### src/rtl/b4to1_serializer_pkg.sv
// Shared constants for the 4-to-1 serializer: FSM encodings, index width,
// and the first/last bit indices for both bit orders.
// Imported by b4to1_serializer and b4to1_muxer.
package b4to1_serializer_pkg;

  typedef enum logic {
    IDLE = 1'b0,
    SEND = 1'b1
  } state_t;

  localparam int IDX_W = 2;

  // LSB-first order walks 00 -> 11; MSB-first order walks 11 -> 00.
  localparam logic [IDX_W-1:0] LSB_ORDER_FIRST_IDX = 2'b00;
  localparam logic [IDX_W-1:0] LSB_ORDER_LAST_IDX  = 2'b11;
  localparam logic [IDX_W-1:0] MSB_ORDER_FIRST_IDX = 2'b11;
  localparam logic [IDX_W-1:0] MSB_ORDER_LAST_IDX  = 2'b00;

  function automatic logic [IDX_W-1:0] first_idx(input bit msb_first);
    return msb_first ? MSB_ORDER_FIRST_IDX : LSB_ORDER_FIRST_IDX;
  endfunction

  function automatic logic [IDX_W-1:0] last_idx(input bit msb_first);
    return msb_first ? MSB_ORDER_LAST_IDX : LSB_ORDER_LAST_IDX;
  endfunction

endpackage

### src/rtl/b4to1_muxer.sv
// Purpose: selects one bit of a 4-bit word by a 2-bit index.
// Latency: purely combinational. Backpressure: none (no handshake).
// Ports: word (4-bit data), sel (bit index), bit_out (word[sel]).
module b4to1_muxer
  import b4to1_serializer_pkg::*;
(
  input  logic [3:0]       word,
  input  logic [IDX_W-1:0] sel,
  output logic             bit_out
);

  always_comb begin
    bit_out = 1'b0;
    case (sel)
      2'b00:   bit_out = word[0];
      2'b01:   bit_out = word[1];
      2'b10:   bit_out = word[2];
      2'b11:   bit_out = word[3];
      default: bit_out = 1'b0;
    endcase
  end

endmodule

### src/rtl/b4to1_serializer.sv
// Purpose: accepts a 4-bit word on a valid/ready input and emits it one bit per
//   output handshake, LSB-first (MSB_FIRST=0) or MSB-first (MSB_FIRST=1).
// Latency: first bit valid the cycle after input handshake; one word per 5 cycles best case.
// Backpressure: out_ready low holds index/word/z0/last; in_ready only while IDLE.
// Ports: clock, reset_ (async active-low); x3_x0/in_valid/in_ready input side;
//   z0/b1_b0/last/out_valid/out_ready output side.
module b4to1_serializer
  import b4to1_serializer_pkg::*;
#(
  parameter bit MSB_FIRST = 1'b0
) (
  input  logic             clock,
  input  logic             reset_,
  input  logic [3:0]       x3_x0,
  input  logic             in_valid,
  output logic             in_ready,
  output logic             z0,
  output logic [IDX_W-1:0] b1_b0,
  output logic             out_valid,
  input  logic             out_ready,
  output logic             last
);

  localparam logic [IDX_W-1:0] FIRST_IDX = first_idx(MSB_FIRST);
  localparam logic [IDX_W-1:0] LAST_IDX  = last_idx(MSB_FIRST);

  state_t           state, state_nxt;
  logic [3:0]       word, word_nxt;
  logic [IDX_W-1:0] idx, idx_nxt;
  logic             sel_bit;
  logic             at_last;

  always_ff @(posedge clock or negedge reset_) begin
    if (!reset_) begin
      state <= IDLE;
      word  <= 4'b0000;
      idx   <= '0;
    end else begin
      state <= state_nxt;
      word  <= word_nxt;
      idx   <= idx_nxt;
    end
  end

  assign at_last = (idx == LAST_IDX);

  always_comb begin
    state_nxt = state;
    word_nxt  = word;
    idx_nxt   = idx;
    in_ready  = 1'b0;
    out_valid = 1'b0;
    case (state)
      IDLE: begin
        in_ready = 1'b1;
        if (in_valid) begin
          word_nxt  = x3_x0;
          idx_nxt   = FIRST_IDX;
          state_nxt = SEND;
        end
      end
      SEND: begin
        out_valid = 1'b1;
        if (out_ready) begin
          // The final bit returns to IDLE without touching idx, so it never wraps.
          if (at_last) begin
            state_nxt = IDLE;
          end else if (MSB_FIRST) begin
            idx_nxt = idx - 2'd1;
          end else begin
            idx_nxt = idx + 2'd1;
          end
        end
      end
      default: state_nxt = IDLE;
    endcase
  end

  b4to1_muxer u_muxer (
    .word    (word),
    .sel     (idx),
    .bit_out (sel_bit)
  );

  assign b1_b0 = idx;
  assign z0    = out_valid & sel_bit;
  assign last  = out_valid & at_last;

endmodule

### config.mk
export PLATFORM = sky130hd
export DESIGN_NAME = b4to1_serializer
export DESIGN_NICKNAME = d
export VERILOG_FILES = /design/src/rtl/b4to1_serializer_pkg.sv /design/src/rtl/b4to1_muxer.sv /design/src/rtl/b4to1_serializer.sv
export SDC_FILE = /design/constraint.sdc
export NUM_CORES = 1
export LEC_CHECK = 0
export ABC_AREA = 1
export CAP_MARGIN = 20
export CORE_AREA = 2 2 39 41
export DETAILED_ROUTE_END_ITERATION = 10
export DIE_AREA = 0 0 41 43
export HOLD_SLACK_MARGIN = 0.08
export PLACE_DENSITY = 0.61
export SETUP_SLACK_MARGIN = 0.15
export SYNTH_ARGS = -nofsm -noshare
export SYNTH_HDL_FRONTEND = slang
export SYNTH_SLANG_ARGS = --single-unit
### constraint.sdc
create_clock -name clock -period 1 [get_ports clock]
set_input_delay 0.15 -clock clock [delete_from_list [all_inputs] [get_ports clock]]
set_output_delay 0.15 -clock clock [all_outputs]
set_load 0.01 [all_outputs]
# ---- After elaboration in Yosys (flattened, before gate mapping)
# Cells that the tools add are included.
dict set report word_totals {
  regBits 7
  latchBits 0
  mem_bits_rw 0
  mem_bits_ro 0
  inputBits 8
  out_inout_bits 6
  mem_count 0
}
dict set report op_classes {
  n_addsub 1
  multipliers 0
  n_div 0
  order_cmp 0
  eq_ne 6
  shifts 0
  muxes 11
  n_bitwise 3
  n_reduce_logical 3
}
# operator count
set op_table {}
lappend op_table {{2-bit 2-to-1 mux} 3}
lappend op_table {{2-bit inequality test, second input constant} 3}
lappend op_table {{1-bit 2-to-1 mux} 5}
lappend op_table {{2-bit == test, second input constant} 2}
lappend op_table {{1-bit case mux with 4 select lines} 1}
lappend op_table {{2-bit case mux with 2 select lines} 1}
lappend op_table {{3-bit AND reduction} 1}
lappend op_table {{2-bit by 1-bit adder with 2-bit output, second input constant} 1}
lappend op_table {{1-bit AND} 2}
lappend op_table {{2-bit by 1-bit == test with 1-bit output, second input constant} 1}
lappend op_table {{2-bit logical NOT} 1}
lappend op_table {{1-bit case mux with 2 select lines} 1}
lappend op_table {{2-bit AND reduction} 1}
lappend op_table {{1-bit NOT} 1}

# ---- Longest topological paths before layout
dict set report depth {
  word_depth 4
  depth_mapped 6
  depth_no_buf 6
}

# ---- Modules after synthesis
# Synthesis repeated with hierarchy kept, for this count alone.
dict set report hier_totals {
  hier_cells 57
  hier_area_um2 394.1
}
# module instances cells_each area_per_inst_um2 seq_area_each_um2
set modules_own_cells {}
lappend modules_own_cells {b4to1_serializer 1 44 342.8 175.2}
lappend modules_own_cells {b4to1_muxer 1 13 51.3 0.0}

# ---- Least setup slack after synthesis
# Ideal clock, no wire load.
dict set report synth_path {
  path_kind {register to output}
  startpoint {register idx[0], in the netlist b1_b0[0]}
  endpoint {output port z0}
  t_arrival_ps 1023
  setup_slack_ps -173
  stages_incl_launch_ff 6
  n_path_buf 0
  path_cell_list {dfrtp_1 inv_1 ha_1 inv_1 o21ai_0 nor2_1}
}
dict set report synth_between {
  elab_chain_cells 3
  elab_cells_between_ends 6
  cone_classes {eq/ne (3); mux (1); bitwise (1); reduce/logical (1)}
}
# item line_no
set synth_lines {}
lappend synth_lines {{start: declaration} b4to1_serializer.sv:29} ;# logic [IDX_W-1:0] idx, idx_nxt;
lappend synth_lines {{start signal: assignment} b4to1_serializer.sv:41} ;# idx <= idx_nxt;
lappend synth_lines {{2-bit == test (tied with other cells)} b4to1_muxer.sv:14} ;# case (sel)
lappend synth_lines {{1-bit case mux with 4 select lines (*)} b4to1_muxer.sv:14}
lappend synth_lines {{1-bit AND (*)} b4to1_serializer.sv:86} ;# assign z0 = out_valid & sel_bit;
lappend synth_lines {{end: declaration} b4to1_serializer.sv:17} ;# output logic z0,
# Mark *: on every way between the ends. The rest lies on a longest branch, timed or not.

# ---- Worst setup path in the final report
dict set report layout_path {
  startpoint {register idx[1], in the netlist b1_b0[1]}
  endpoint {output port z0}
}
# Same word-level chain as after synthesis.

==> flow_summary.ini <==
[power_and_ir_drop]
power.internal_w = 0.00136
power_frac_comb = 0.630
p_seq_frac = 0.256
swShare = 0.393
leakagePower_nw = 0.398
p_clk_frac = 0.114
ir_worst_vdd_v = 0.00112
switchingPower_w = 0.000880
powerDensity_nw_per_um2 = 2790

[die]
core-area_um2 = 1380
fp-row-count = 14
io_pins = 14
dieWidth_um = 41
initial_core_util = 0.284
die_height_um = 43
die-area_um2 = 1760

[grt]
track_usage = 0.169
grt_pass1_wl_um = 1860
grt_pass1_vias = 442
grt_max_degree = 8
antenna_found_initial = 0
grt-ovfl-total = 0

[cells_and_area]
area_growth_pct = 104
mostFrequentLayoutCells = nand2_1 (12), buf_6 (12), buf_4 (9)
fin_nets = 97
drive_gt1_frac = 0.607
stdcell_count = 100
antenna_cells = 0

[sta]
min_period_over_period = 1.45
final_max_slew_viol_count = 0
clock_skew_ps = 1.63
setup_slack_ps = -454
setup_violations = 12
fmaxAchievable_mhz = 688
rsz0062_at_grt = true
relSlewSlack = 0.781
timing.hold.ws_ps = 163
worstMarginPinSlew_ps = 328
post-route-min-period_ps = 1450
hold_violations = 0

[place]
pre_cts_slack_ps = -587
port_buffers = 13
dp.cells = 87
gp_congestion = 0.744
dp_hpwl_um = 715

[synth]
synth.distinct_cells = 11
avgSynthCellArea_um2 = 7.86
yosys.area.top_type = dfrtp_1
netlist_instances = 50
syn_area_um2 = 393
ys_ff_latch = 7
synth.top_cells.by_area = dfrtp_1 (45%), nand2_1 (17%), ha_1 (13%)
ys_seq_area_frac = 0.446
synth_top_area_share = 0.446
synth_nets = 62
yosys_warnings = 0

[setup_path]
start_kind = flop
cp_common_cell = inv_2
worstPathArrival_ps = 1300
path_class = reg2out
r2r_slack_ps = -220
cp.buffers_inverters = 3
cp-end-kind = output pin
cp_max_fo = 5
crit_path_start = b1_b0[1]$_DFFE_PN0P_
cp_cell_sequence = inv_2 > ha_2 > inv_2 > o21ai_1 > nor2_2 > buf_2
cp_top_family = flip-flops
slowest_delay_ps = 450
cp.required_ps = 850
r2r-start = b1_b0[1]$_DFFE_PN0P_
cp_slowest_cell = dfrtp_2

[routing]
drtIter0Drc = 6
antenna_left = 0
drt_first_pass_iters = 5
num_vias = 461
routedWlPerCell_um = 11.2
drt_wl_total_um = 1120
post-route-drc-count = 0
viasPerCell = 4.61

[clocking]
cts_tree = done
clkLatencyLatePin_ps = 250
cts_root_buf = clkbuf_4
clkTransAtPathRegs_ps = 50
cts.sinks = 7
cts_buffer_depth = 2
htreeDepth = 1
cts_hold_buf = 0
numCtsBuffers = 3

[outcome]
status = complete, but fails checks
violations = negative setup slack

[job]
cap_violations = 0

[hold_path]
hold_class = in2async
synthesized netlist by cell type:
library cell and instances:
inv_1 5, nand2_1 18, nand3_1 7, inv_2 1, ha_1 4, o21ai_0 1
nand2_4 1, dfrtp_1 7, nor2_1 4, nand4_1 1, a21oi_1 1
power groups by stage:
| stage | registers, W | logic [W] | clock network, W |
|---|---|---|---|
| detailed placement | 0.000576 | 0.00101 | 0 |
| finish | 0.000574 | 0.00141 | 0.000255 |
| CTS | 0.000561 | 0.00134 | 0.000267 |
| global route | 0.000593 | 0.00155 | 0.000282 |
| floorplan | 0.000582 | 0.000483 | 0 |
| global placement | 0.000571 | 0.00100 | 0 |
cell families (layout without fill, tap and decap cells):
group,after synthesis,count (layout),share of synthesized area
AND/OR/NAND/NOR,31,31,0.344
flip-flops,7,7,0.446
buffers and inverters,6,40,0.0573
AO/OA/AOI/OAI,2,2,0.0255
adder cells (fa/ha/maj),4,4,0.127
layer usage:
layer / GRT usage / up-vias / wire length (µm)
met5: 0 / - / 0
met4: 0.140 / 0 / 22
met3: 0.0314 / 2 / 42
met2: 0.244 / 13 / 582
met1: 0.205 / 219 / 471
li1: - / 227 / -
timing repair:
action,in CTS,in global routing
buffers inserted,7,2
resized for setup,43,5
setup endpoints to repair,13,13
pin swaps,5,7
final cells by class:
cell class,count,area (µm²)
fillers,126,581
repair buffers,30,283
flip-flops and latches,7,179
multi-input cells,37,268
inverters,6,27.5
clock buffers,4,26.3
well taps,16,20.0
through the flow:
stage / util / cell area [µm²] / setup TNS [ps] / total power, W
floorplan: - / 424 / -86.7 / 0.00106
global placement: 0.458 / 634 / -2080 / 0.00157
detailed placement: 0.458 / 634 / -2180 / 0.00159
CTS: 0.566 / 783 / -1820 / 0.00217
global route: 0.580 / 803 / -2220 / 0.00242
finish: 0.580 / 803 / -1670 / 0.00224
state kept, by name (all words and copies together), names as in the netlist:
name and count:
word 4, state 1, b1_b0 2
path summary, 6_finish.rpt:
path	end	depth (start not counted)
worst max-delay path	z0	6
worst min-delay path	word[0]$_DFFE_PN0P_	1
worst max register to register	b1_b0[1]$_DFFE_PN0P_	7
worst min register to register	word[2]$_DFFE_PN0P_	2
max in group asynchronous	b1_b0[1]$_DFFE_PN0P_	1
min in group clock	word[0]$_DFFE_PN0P_	3
No activity file was read; power rests on OpenSTA's default activity.
